[config.mk]
export PLATFORM = sky130hd
export DESIGN_NAME = e15_output_tracker_flat
export DESIGN_NICKNAME = d
export VERILOG_FILES = /design/src/rtl/e15_pkg.sv /design/src/rtl/e15_output_tracker_if.sv /design/src/rtl/e15_code_decoder.sv /design/src/rtl/e15_output_tracker.sv /design/src/flat_wrapper.sv
export SDC_FILE = /design/constraint.sdc
export NUM_CORES = 1
export LEC_CHECK = 0
export ABC_AREA = 1
export CAP_MARGIN = 20
export CORE_MARGIN = 2
export CORE_UTILIZATION = 49
export CTS_CLUSTER_DIAMETER = 150
export DETAILED_ROUTE_END_ITERATION = 8
export PLACE_DENSITY = 0.84
export SETUP_SLACK_MARGIN = 0.2
export SYNTH_ARGS = -nofsm -noshare
export SYNTH_HDL_FRONTEND = slang
export SYNTH_HIERARCHICAL = 1
export SYNTH_SLANG_ARGS = --single-unit
[constraint.sdc]
create_clock -name clk -period 5.34 [get_ports clk]
set_clock_uncertainty 0.15 [all_clocks]
set_input_delay 1.068 -clock clk [delete_from_list [all_inputs] [get_ports clk]]
set_output_delay 1.068 -clock clk [all_outputs]
set_load 0.03 [all_outputs]
[src/rtl/e15_pkg.sv]
// Shared constants for the e15 output tracker: state indices, output-code words
// and the successor tables used to follow the controller from its outputs.
package e15_pkg;

  localparam int NUM_STATES = 18;
  localparam int Y_W        = 20;
  localparam int ID_W       = 5;

  typedef logic [NUM_STATES-1:0] state_vec_t;

  // Zero-based state index: S1 is bit 0 of a state vector
  typedef enum logic [ID_W-1:0] {
    S1 = 5'd0,  S2 = 5'd1,  S3 = 5'd2,  S4 = 5'd3,  S5 = 5'd4,  S6 = 5'd5,
    S7 = 5'd6,  S8 = 5'd7,  S9 = 5'd8,  S10 = 5'd9, S11 = 5'd10, S12 = 5'd11,
    S13 = 5'd12, S14 = 5'd13, S15 = 5'd14, S16 = 5'd15, S17 = 5'd16, S18 = 5'd17
  } state_idx_t;

  // Output word of each state; bit i carries y(i+1)
  localparam logic [Y_W-1:0] C_S2  = 20'h08000;  // y16
  localparam logic [Y_W-1:0] C_S3  = 20'h40000;  // y19
  localparam logic [Y_W-1:0] C_S4  = 20'h00181;  // y1 y8 y9
  localparam logic [Y_W-1:0] C_S5  = 20'h00007;  // y1 y2 y3
  localparam logic [Y_W-1:0] C_S6  = 20'h00803;  // y1 y2 y12
  localparam logic [Y_W-1:0] C_S7  = 20'h00A02;  // y2 y10 y12
  localparam logic [Y_W-1:0] C_S8  = 20'h20000;  // y18
  localparam logic [Y_W-1:0] C_S9  = 20'h00E00;  // y10 y11 y12
  localparam logic [Y_W-1:0] C_S10 = 20'h04140;  // y7 y9 y15
  localparam logic [Y_W-1:0] C_S11 = 20'h00010;  // y5
  localparam logic [Y_W-1:0] C_S12 = 20'h00008;  // y4
  localparam logic [Y_W-1:0] C_S13 = 20'h10180;  // y8 y9 y17
  localparam logic [Y_W-1:0] C_S14 = 20'h00020;  // y6
  localparam logic [Y_W-1:0] C_S15 = 20'h00C01;  // y1 y11 y12
  localparam logic [Y_W-1:0] C_S16 = 20'h80000;  // y20
  localparam logic [Y_W-1:0] C_S17 = 20'h06101;  // y1 y9 y14 y15
  localparam logic [Y_W-1:0] C_S18 = 20'h01000;  // y13

  // Row k: legal nonzero-code successors of state k+1
  localparam state_vec_t SUCC_MASK [NUM_STATES] = '{
    18'h00FFE, 18'h01000, 18'h03C00, 18'h0C500, 18'h00C00, 18'h02008,
    18'h30000, 18'h08200, 18'h30C10, 18'h08002, 18'h0026C, 18'h1026C,
    18'h00080, 18'h01002, 18'h02000, 18'h00C02, 18'h11802, 18'h10802
  };

  // Row k: states reachable from state k+1 while the output word is all-zero
  localparam state_vec_t ZERO_MASK [NUM_STATES] = '{
    18'h00001, 18'h00003, 18'h00000, 18'h00009, 18'h00000, 18'h00021,
    18'h00040, 18'h00001, 18'h00100, 18'h00200, 18'h00001, 18'h00001,
    18'h01001, 18'h00001, 18'h04000, 18'h00000, 18'h10001, 18'h00000
  };

endpackage

[src/rtl/e15_output_tracker_if.sv]
// Sample-in / tracking-result-out bundle between a word source and the tracker.
interface e15_output_tracker_if
  import e15_pkg::*;
#(
  parameter int CNT_W = 16
) ();
  logic             in_valid;
  logic [Y_W-1:0]   y_word;
  logic             clear_err;
  state_vec_t       state_set;
  logic [ID_W-1:0]  state_id;
  logic             locked;
  logic             err_code;
  logic             err_trans;
  logic             out_valid;
  logic [CNT_W-1:0] trans_cnt;

  modport master (
    output in_valid, y_word, clear_err,
    input  state_set, state_id, locked, err_code, err_trans, out_valid, trans_cnt
  );

  modport slave (
    input  in_valid, y_word, clear_err,
    output state_set, state_id, locked, err_code, err_trans, out_valid, trans_cnt
  );
endinterface

[src/rtl/e15_code_decoder.sv]
// Maps a controller output word to the unique state that emits it, or flags
// the all-zero word / an unrecognised word.
module e15_code_decoder
  import e15_pkg::*;
(
  input  logic [Y_W-1:0] y_word,
  output state_idx_t     target,
  output logic           is_zero,
  output logic           is_unknown
);

  always_comb begin
    target     = S1;
    is_zero    = 1'b0;
    is_unknown = 1'b0;
    case (y_word)
      C_S2:    target = S2;
      C_S3:    target = S3;
      C_S4:    target = S4;
      C_S5:    target = S5;
      C_S6:    target = S6;
      C_S7:    target = S7;
      C_S8:    target = S8;
      C_S9:    target = S9;
      C_S10:   target = S10;
      C_S11:   target = S11;
      C_S12:   target = S12;
      C_S13:   target = S13;
      C_S14:   target = S14;
      C_S15:   target = S15;
      C_S16:   target = S16;
      C_S17:   target = S17;
      C_S18:   target = S18;
      '0:      is_zero = 1'b1;
      default: is_unknown = 1'b1;
    endcase
  end

endmodule

[src/rtl/e15_output_tracker.sv]
// Follows the e15 controller from its output words alone, keeping the set of
// states it could currently be in plus sticky code/transition error flags.
module e15_output_tracker
  import e15_pkg::*;
#(
  parameter int CNT_W = 16
) (
  input logic clk,
  input logic rst_n,
  e15_output_tracker_if.slave bus
);

  state_idx_t       tgt_p0;
  logic             zero_p0, unk_p0, legal_p0;
  state_vec_t       zero_next_p0, set_next_p0;
  logic             code_err_p0, trans_err_p0;
  logic [CNT_W-1:0] cnt_next_p0;

  state_vec_t       set_p1;
  logic             err_code_p1, err_trans_p1, vld_p1;
  logic [CNT_W-1:0] cnt_p1;

  function automatic logic [CNT_W-1:0] sat_inc(input logic [CNT_W-1:0] v);
    return (&v) ? v : v + 1'b1;
  endfunction

  function automatic logic [ID_W-1:0] onehot_id(input state_vec_t v);
    logic [ID_W-1:0] id;
    id = '0;
    for (int k = 0; k < NUM_STATES; k++)
      if (v == (state_vec_t'(1) << k)) id = ID_W'(k + 1);
    return id;
  endfunction

  e15_code_decoder u_dec (
    .y_word    (bus.y_word),
    .target    (tgt_p0),
    .is_zero   (zero_p0),
    .is_unknown(unk_p0)
  );

  // p0: legality of the decoded code against the current set, and next set
  always_comb begin
    legal_p0     = 1'b0;
    zero_next_p0 = '0;
    for (int k = 0; k < NUM_STATES; k++) begin
      if (set_p1[k]) begin
        legal_p0     = legal_p0 | SUCC_MASK[k][tgt_p0];
        zero_next_p0 = zero_next_p0 | ZERO_MASK[k];
      end
    end
  end

  always_comb begin
    set_next_p0  = set_p1;
    code_err_p0  = 1'b0;
    trans_err_p0 = 1'b0;
    cnt_next_p0  = cnt_p1;
    if (bus.in_valid) begin
      if (unk_p0) begin
        set_next_p0 = '1;
        code_err_p0 = 1'b1;
      end else if (zero_p0) begin
        // An empty ZERO image means we lost track: reopen every state
        if (zero_next_p0 == '0) begin
          set_next_p0  = '1;
          trans_err_p0 = 1'b1;
        end else begin
          set_next_p0 = zero_next_p0;
        end
      end else begin
        set_next_p0  = state_vec_t'(1) << tgt_p0;
        trans_err_p0 = ~legal_p0;
        cnt_next_p0  = sat_inc(cnt_p1);
      end
    end
  end

  // p1: registered tracking state; a new error outranks a same-cycle clear
  always_ff @(posedge clk or negedge rst_n) begin
    if (!rst_n) begin
      set_p1       <= state_vec_t'(1);
      err_code_p1  <= 1'b0;
      err_trans_p1 <= 1'b0;
      vld_p1       <= 1'b0;
      cnt_p1       <= '0;
    end else begin
      set_p1       <= set_next_p0;
      err_code_p1  <= (err_code_p1 & ~bus.clear_err) | code_err_p0;
      err_trans_p1 <= (err_trans_p1 & ~bus.clear_err) | trans_err_p0;
      vld_p1       <= bus.in_valid;
      cnt_p1       <= cnt_next_p0;
    end
  end

  assign bus.state_set = set_p1;
  assign bus.state_id  = onehot_id(set_p1);
  assign bus.locked    = $onehot(set_p1);
  assign bus.err_code  = err_code_p1;
  assign bus.err_trans = err_trans_p1;
  assign bus.out_valid = vld_p1;
  assign bus.trans_cnt = cnt_p1;

endmodule

[src/flat_wrapper.sv]
// flat-port wrapper written by rule: the top's interface ports become plain ports
module e15_output_tracker_flat import e15_pkg::*;
#(
  parameter int CNT_W = 16
)
  (clk, rst_n, bus_in_valid, bus_y_word, bus_clear_err, bus_state_set, bus_state_id, bus_locked, bus_err_code, bus_err_trans, bus_out_valid, bus_trans_cnt);
  e15_output_tracker_if #(.CNT_W(CNT_W)) bus_i ();
  input logic clk;
  input logic rst_n;
  input wire logic [$bits(bus_i.in_valid)-1:0] bus_in_valid;
  input wire logic [$bits(bus_i.y_word)-1:0] bus_y_word;
  input wire logic [$bits(bus_i.clear_err)-1:0] bus_clear_err;
  output wire logic [$bits(bus_i.state_set)-1:0] bus_state_set;
  output wire logic [$bits(bus_i.state_id)-1:0] bus_state_id;
  output wire logic [$bits(bus_i.locked)-1:0] bus_locked;
  output wire logic [$bits(bus_i.err_code)-1:0] bus_err_code;
  output wire logic [$bits(bus_i.err_trans)-1:0] bus_err_trans;
  output wire logic [$bits(bus_i.out_valid)-1:0] bus_out_valid;
  output wire logic [$bits(bus_i.trans_cnt)-1:0] bus_trans_cnt;
  assign bus_i.in_valid = bus_in_valid;
  assign bus_i.y_word = bus_y_word;
  assign bus_i.clear_err = bus_clear_err;
  assign bus_state_set = bus_i.state_set;
  assign bus_state_id = bus_i.state_id;
  assign bus_locked = bus_i.locked;
  assign bus_err_code = bus_i.err_code;
  assign bus_err_trans = bus_i.err_trans;
  assign bus_out_valid = bus_i.out_valid;
  assign bus_trans_cnt = bus_i.trans_cnt;
  e15_output_tracker #(.CNT_W(CNT_W)) u_core (.clk(clk), .rst_n(rst_n), .bus(bus_i));
endmodule
-- Word level (Yosys, flattened, before mapping)
Memory sizes are Yosys's and may differ from the RTL's.
Cells that the tools add are included.
- input bits: 24
- ROM bits: 576
- bits in registers: 37
- logic and storage cells: 188
- memories kept: 18
- memories (name ; depth ; width ; rd ports ; clocked after Yosys merged registers in ; wr ports ; line ; source):
    (no name shown) ; 32 ; 1 ; 1 ; 0 ; 0 ; e15_output_tracker.sv:48 ; legal_p0 = legal_p0 | SUCC_MASK[k][tgt_p0];
    (no name shown) ; 32 ; 1 ; 1 ; 0 ; 0 ; e15_output_tracker.sv:48 ;
    (no name shown) ; 32 ; 1 ; 1 ; 0 ; 0 ; e15_output_tracker.sv:48 ;
    (no name shown) ; 32 ; 1 ; 1 ; 0 ; 0 ; e15_output_tracker.sv:48 ;
    (no name shown) ; 32 ; 1 ; 1 ; 0 ; 0 ; e15_output_tracker.sv:48 ;
    (no name shown) ; 32 ; 1 ; 1 ; 0 ; 0 ; e15_output_tracker.sv:48 ;
    12 more memories ; n/a ; n/a ; n/a ; n/a ; n/a ; n/a ;
- muxes and demuxes: 79
- add/subtract/negate cells: 18
- bitwise logic cells: 25
- equality and inequality tests: 36
- shift operators: 1
- order comparisons: 1
- reductions and logical operators: 5
- operators with widths (operator ; count):
    5-bit one-hot mux with 17 select lines ; 1
    20-bit by 12-bit == test with 1-bit output (second input constant) ; 4
    18-bit two-way mux ; 3
    1-bit two-way mux ; 49
    5-bit adder ; 8
    20-bit by 15-bit == test with 1-bit output (second input constant) ; 2
    4-bit two-way mux ; 9
    20-bit by 13-bit == test with 1-bit output (second input constant) ; 1
    20-bit by 16-bit == test with 1-bit output (second input constant) ; 1
    20-bit by 17-bit == test with 1-bit output (second input constant) ; 1
    20-bit by 18-bit == test with 1-bit output (second input constant) ; 1
    20-bit by 19-bit == test with 1-bit output (second input constant) ; 1
    20-bit == test (second input constant) ; 1
    20-bit by 3-bit == test with 1-bit output (second input constant) ; 1
    20-bit by 4-bit == test with 1-bit output (second input constant) ; 1
    20-bit by 5-bit == test with 1-bit output (second input constant) ; 1
    20-bit by 6-bit == test with 1-bit output (second input constant) ; 1
    20-bit by 9-bit == test with 1-bit output (second input constant) ; 1
    20-bit logical NOT ; 1
    1-bit bitwise OR ; 19
    1-bit by 1-bit adder with 2-bit output ; 9
    18-bit by 1-bit == test with 1-bit output (second input constant) ; 1
    18-bit by 10-bit == test with 1-bit output (second input constant) ; 1
    18-bit by 11-bit == test with 1-bit output (second input constant) ; 1
    other kinds (35) ; 46

-- Longest topological paths before layout
- word-level depth: 44
- mapped depth: 23
- gate-level depth less buffers: 23

-- By module
The synthesis kept the hierarchy.
- by module, submodules not included (module ; cells an instance ; instances ; seq. area each (um^2) ; area each (um^2)):
    e15_output_tracker ; 428 ; 1 ; 927.1 ; 3196.8
    e15_code_decoder ; 152 ; 1 ; 0.0 ; 737.0

-- Worst setup path after synthesis
OpenSTA, ideal clock, no wires.
- path kind: register -> output
- start: register u_core.set_p1[11] (netlist: u_core/bus.state_set[11])
- end: output port bus_locked
- buffers on the path: 0
- path slack: -522 ps
- data arrival time: 4644 ps
- stages on the path, launching flop included: 15
- cells stage by stage: dfrtp_1 fa_1 inv_1 fa_1 inv_1 fa_1 inv_1 fa_1 fa_1 inv_1 ha_1 inv_1 fa_1 o211ai_1 a211oi_1
- cells in the longest elaborated chain, start to end: 6
- RTL lines (element ; line ; source):
    from (decl) ; e15_output_tracker.sv:19 ; state_vec_t set_p1;
    from (signal assigned) ; e15_output_tracker.sv:82 ; set_p1 <= state_vec_t'(1);
    from (signal assigned) ; e15_output_tracker.sv:88 ; set_p1 <= set_next_p0;
    1-bit by 1-bit adder with 2-bit output (not written as such) ; e15_output_tracker.sv:98 ; assign bus.locked = $onehot(set_p1);
    5-bit adder (not written as such) (4 in a row) ; e15_output_tracker.sv:98 ;
    5-bit by 1-bit == test with 1-bit output ; e15_output_tracker.sv:98 ;
    to (decl) ; flat_wrapper.sv:15 ; output wire logic [$bits(bus_i.locked)-1:0] bus_locked;
Every way passes these cells.

-- Final worst setup path
Same ends and word-level chain as after synthesis.

==> metrics.md <==
| Metric | Value |
|---|---|
| Status | `finished, violations left` |
| Failing checks | `negative setup slack` |
| Number of global-route vias before repair | `3989` |
| Hold buffers post-CTS | `0` |
| Uppermost layer routed | `met4` |
| Clk Latency, worst-skew pair | `290 ps` |
| Synth warnings | `6` |
| I/O pin count | `67` |
| Maxcap violations | `0` |
| Sequential fraction of the synthesis area | `a little under a quarter` |
| Yosys cell types | `between 40 and 50` |
| Setup crit start kind | `flip-flop` |
| Full die area | `8760 µm²` |
| Max stage delay on crit path | `530 ps` |
| Hold Path Class | `reg -> reg` |
| Via/cell ratio | `5.47` |
| Core region area | `7770 µm²` |
| Max Slew Vio Count | `0` |
| Post-synth EDFFs | `0` |
| Final Hold Viols | `0` |
| CP required | `4120 ps` |
| Power per cell area | `113 nW/µm²` |
| Critical path class | `reg -> out` |
| TritonCTS clock tree | `yes` |
| Setup Fix Bufs, Post-CTS | `0` |
| Worst Max-Slew Pin Slew | `561 ps` |
| Total CTS buffers | `5` |
| Die width | `about 94 µm` |
| Num rows | `32` |
| FF+latch count, synth | `37` |
| RSZ-0062 raised after global routing | `true` |
| DR pass1 iterations | `5` |
| P_leak | `2.45 nW` |
| Post-DP HPWL | `9.51 mm` |
| Final #Nets | `between 700 and 800` |
| Clock root buffer | `clkbuf_8` |
| Post-synth net total | `633` |
| Via Count | `4169` |
| Share of post-route cells with drive strength above 1 | `11.2%` |
| Crit path max-delay family | `adder cells` |
| Predominant post-synthesis flop cell | `dfrtp_1` |
| Ys async rst share | `100%` |
| Crit path DAT | `~4500 ps` |
| Slowest cell on the critical path | `fa_1` |
| Largest net degree at the start of global routing | `38` |
| Fmax | `around 170 MHz` |
| All-layer global routing usage | `26.7%` |
| Sink Count | `37` |
| Grt total ovfl | `0` |
| Crit path max fanout | `2` |
| Final Cycle Share | `107%` |
| IO Port Bufs | `66` |
| First-pass GRT wire length | `18.6 mm` |
| Setup TNS | `-380 ps` |
| Iter 0 DRT Violations | `around 450` |
| Cells after Synth | `580` |
| Ranking of synthesized cells by area | `dfrtp_1, nand2_1, inv_1, nor2_1, fa_1` |
| Commonest non-fill, non-tap cell in the layout | `nand2_1` |
| Chip height | `93.6 µm` |
| Syn-to-layout area delta | `24.1%` |
| Relative slew slack | `roughly 62%` |
| Met2 wire len | `~5.6 mm` |
| DRT Wirelength | `11.4 mm` |
| Setup slack after layout | `-380 ps` |
| RePlAce Congestion | `0.981` |
| Top-area cell type share of the netlist area | `22.9%` |
| Core Util, Final | `approximately 63%` |
| VDD IR-drop max | `between 80 and 90 µV` |
| Worst path buffer plus inverter count | `6` |
| Top cell type by total area after synthesis | `dfrtp_1` |
| Initial Utilization | `50.6%` |
| Antenna violations before repair | `0` |
| Met1 Wirelength | `between 4 and 5 mm` |
| Mapped cell area | `~3900 µm²` |
| # diodes | `0` |
| Most frequent cells in the layout | `nand2_1, inv_1, nor2_1` |
| Post-route ant nets | `0` |
| CP cell instances | `fa_1 -> inv_1 -> fa_1 -> inv_1 -> fa_1 -> inv_1 -> fa_1 -> fa_1 -> inv_1 -> ha_1 -> inv_1 -> fa_2 -> o211ai_1 -> a211oi_4 -> buf_6` |
| Met3 wire length | `702 µm` |
| R2r setup slk | `2990 ps` |
| Drc violations | `0` |
| Worst-path clk slew | `80 ps` |
| H-tree Lvls | `2` |
| Synthesized area per cell | `between 6 and 7 µm²` |
| Worst Setup End Kind | `primary output` |
| Setup violators final | `1` |
| CTS max path bufs | `2` |
| Post-DR wirelength/cell | `about 15 µm` |
| Power, Total | `0.551 mW` |
| Fin crit period | `5720 ps` |
flip-flops by register name (all words and copies together), names as in the netlist:
name	cells
u_core/bus.state_set	18
u_core/bus.err_trans	1
u_core/bus.out_valid	1
u_core/bus.trans_cnt	16
u_core/bus.err_code	1
worst paths after layout:
check	end	from	cells past startpoint
max in group asynchronous	u_core/bus.state_set[15]	rst_n	2
worst max register to register	u_core/bus.state_set[2]	u_core/bus.state_set[1]	9
worst max-delay path	bus_locked	u_core/bus.state_set[11]	15
worst min-delay path	u_core/bus.err_code	u_core/bus.err_code	2
min in group asynchronous	u_core/bus.trans_cnt[5]	rst_n	2
worst min register to register	u_core/bus.err_code	u_core/bus.err_code	2
layer usage:
metal	global-route usage (%)	vias to the layer above
met5	0	-
met4	11.8	0
met3	2.58	41
met2	47.4	200
met1	32.8	1903
li1	-	2025
layout make-up:
type                            count  area (µm²)
Multi-Input combinational cell    432        2570
Timing Repair Buffer               77         744
Clock inverter                      2        13.8
Fill cell                         726        2890
Inverter                          106         405
Tap cell                          102         128
Clock buffer                        6        82.6
Sequential cell                    37         935
cells in the mapped netlist, types with 6 or more instances:
library cell	n
a31oi_1	7
xnor2_1	6
nand3_2	6
nor3_1	22
nor2_2	9
o21ai_0	10
nand2_1	129
nor2_1	72
nor2_4	7
a21oi_1	18
nand3_1	48
xor2_1	6
inv_1	102
dfrtp_1	36
nand4_1	21
fa_1	12
ha_1	17
nand2_2	6
logic make-up after synthesis:
kind of cell / after synthesis / share of synthesized area (%)
compound gates: 53 / 8.24
xor+xnor: 12 / 2.67
fa+ha+maj: 29 / 11.5
buf+inv: 111 / 11.4
flops: 37 / 23.6
simple gates: 338 / 42.6
tightest hold or removal path: cells and delay by family (launching register included):
| family | cells | cell delay [ps] |
|---|---|---|
| simple gates | 2 | 100 |
| flops | 1 | 350 |
where the power goes:
group / switching [mW] / internal (mW) / total [mW]
registers: 0.000620 / 0.282 / 0.282
logic: 0.0375 / 0.0268 / 0.0643
clock network: 0.100 / 0.105 / 0.205
total: 0.138 / 0.413 / 0.551
repair_timing:
action / CTS / global route
endpoints found under the setup margin: 1 / 1
resized for setup: 1 / 1
pin swaps: 1 / 0
stage by stage:
step	std cells	area (µm²)	hold WS, ps	worst slack [ps]
final	762	4880	332	-380
after global routing	762	4880	383	-512
after CTS	762	4880	339	-384
after detailed placement	754	4780	320	-86.7
after global placement	754	4780	313	-49.0
after floorplan	580	3950	432	-76.1
No activity file was read; power rests on OpenSTA's default activity.
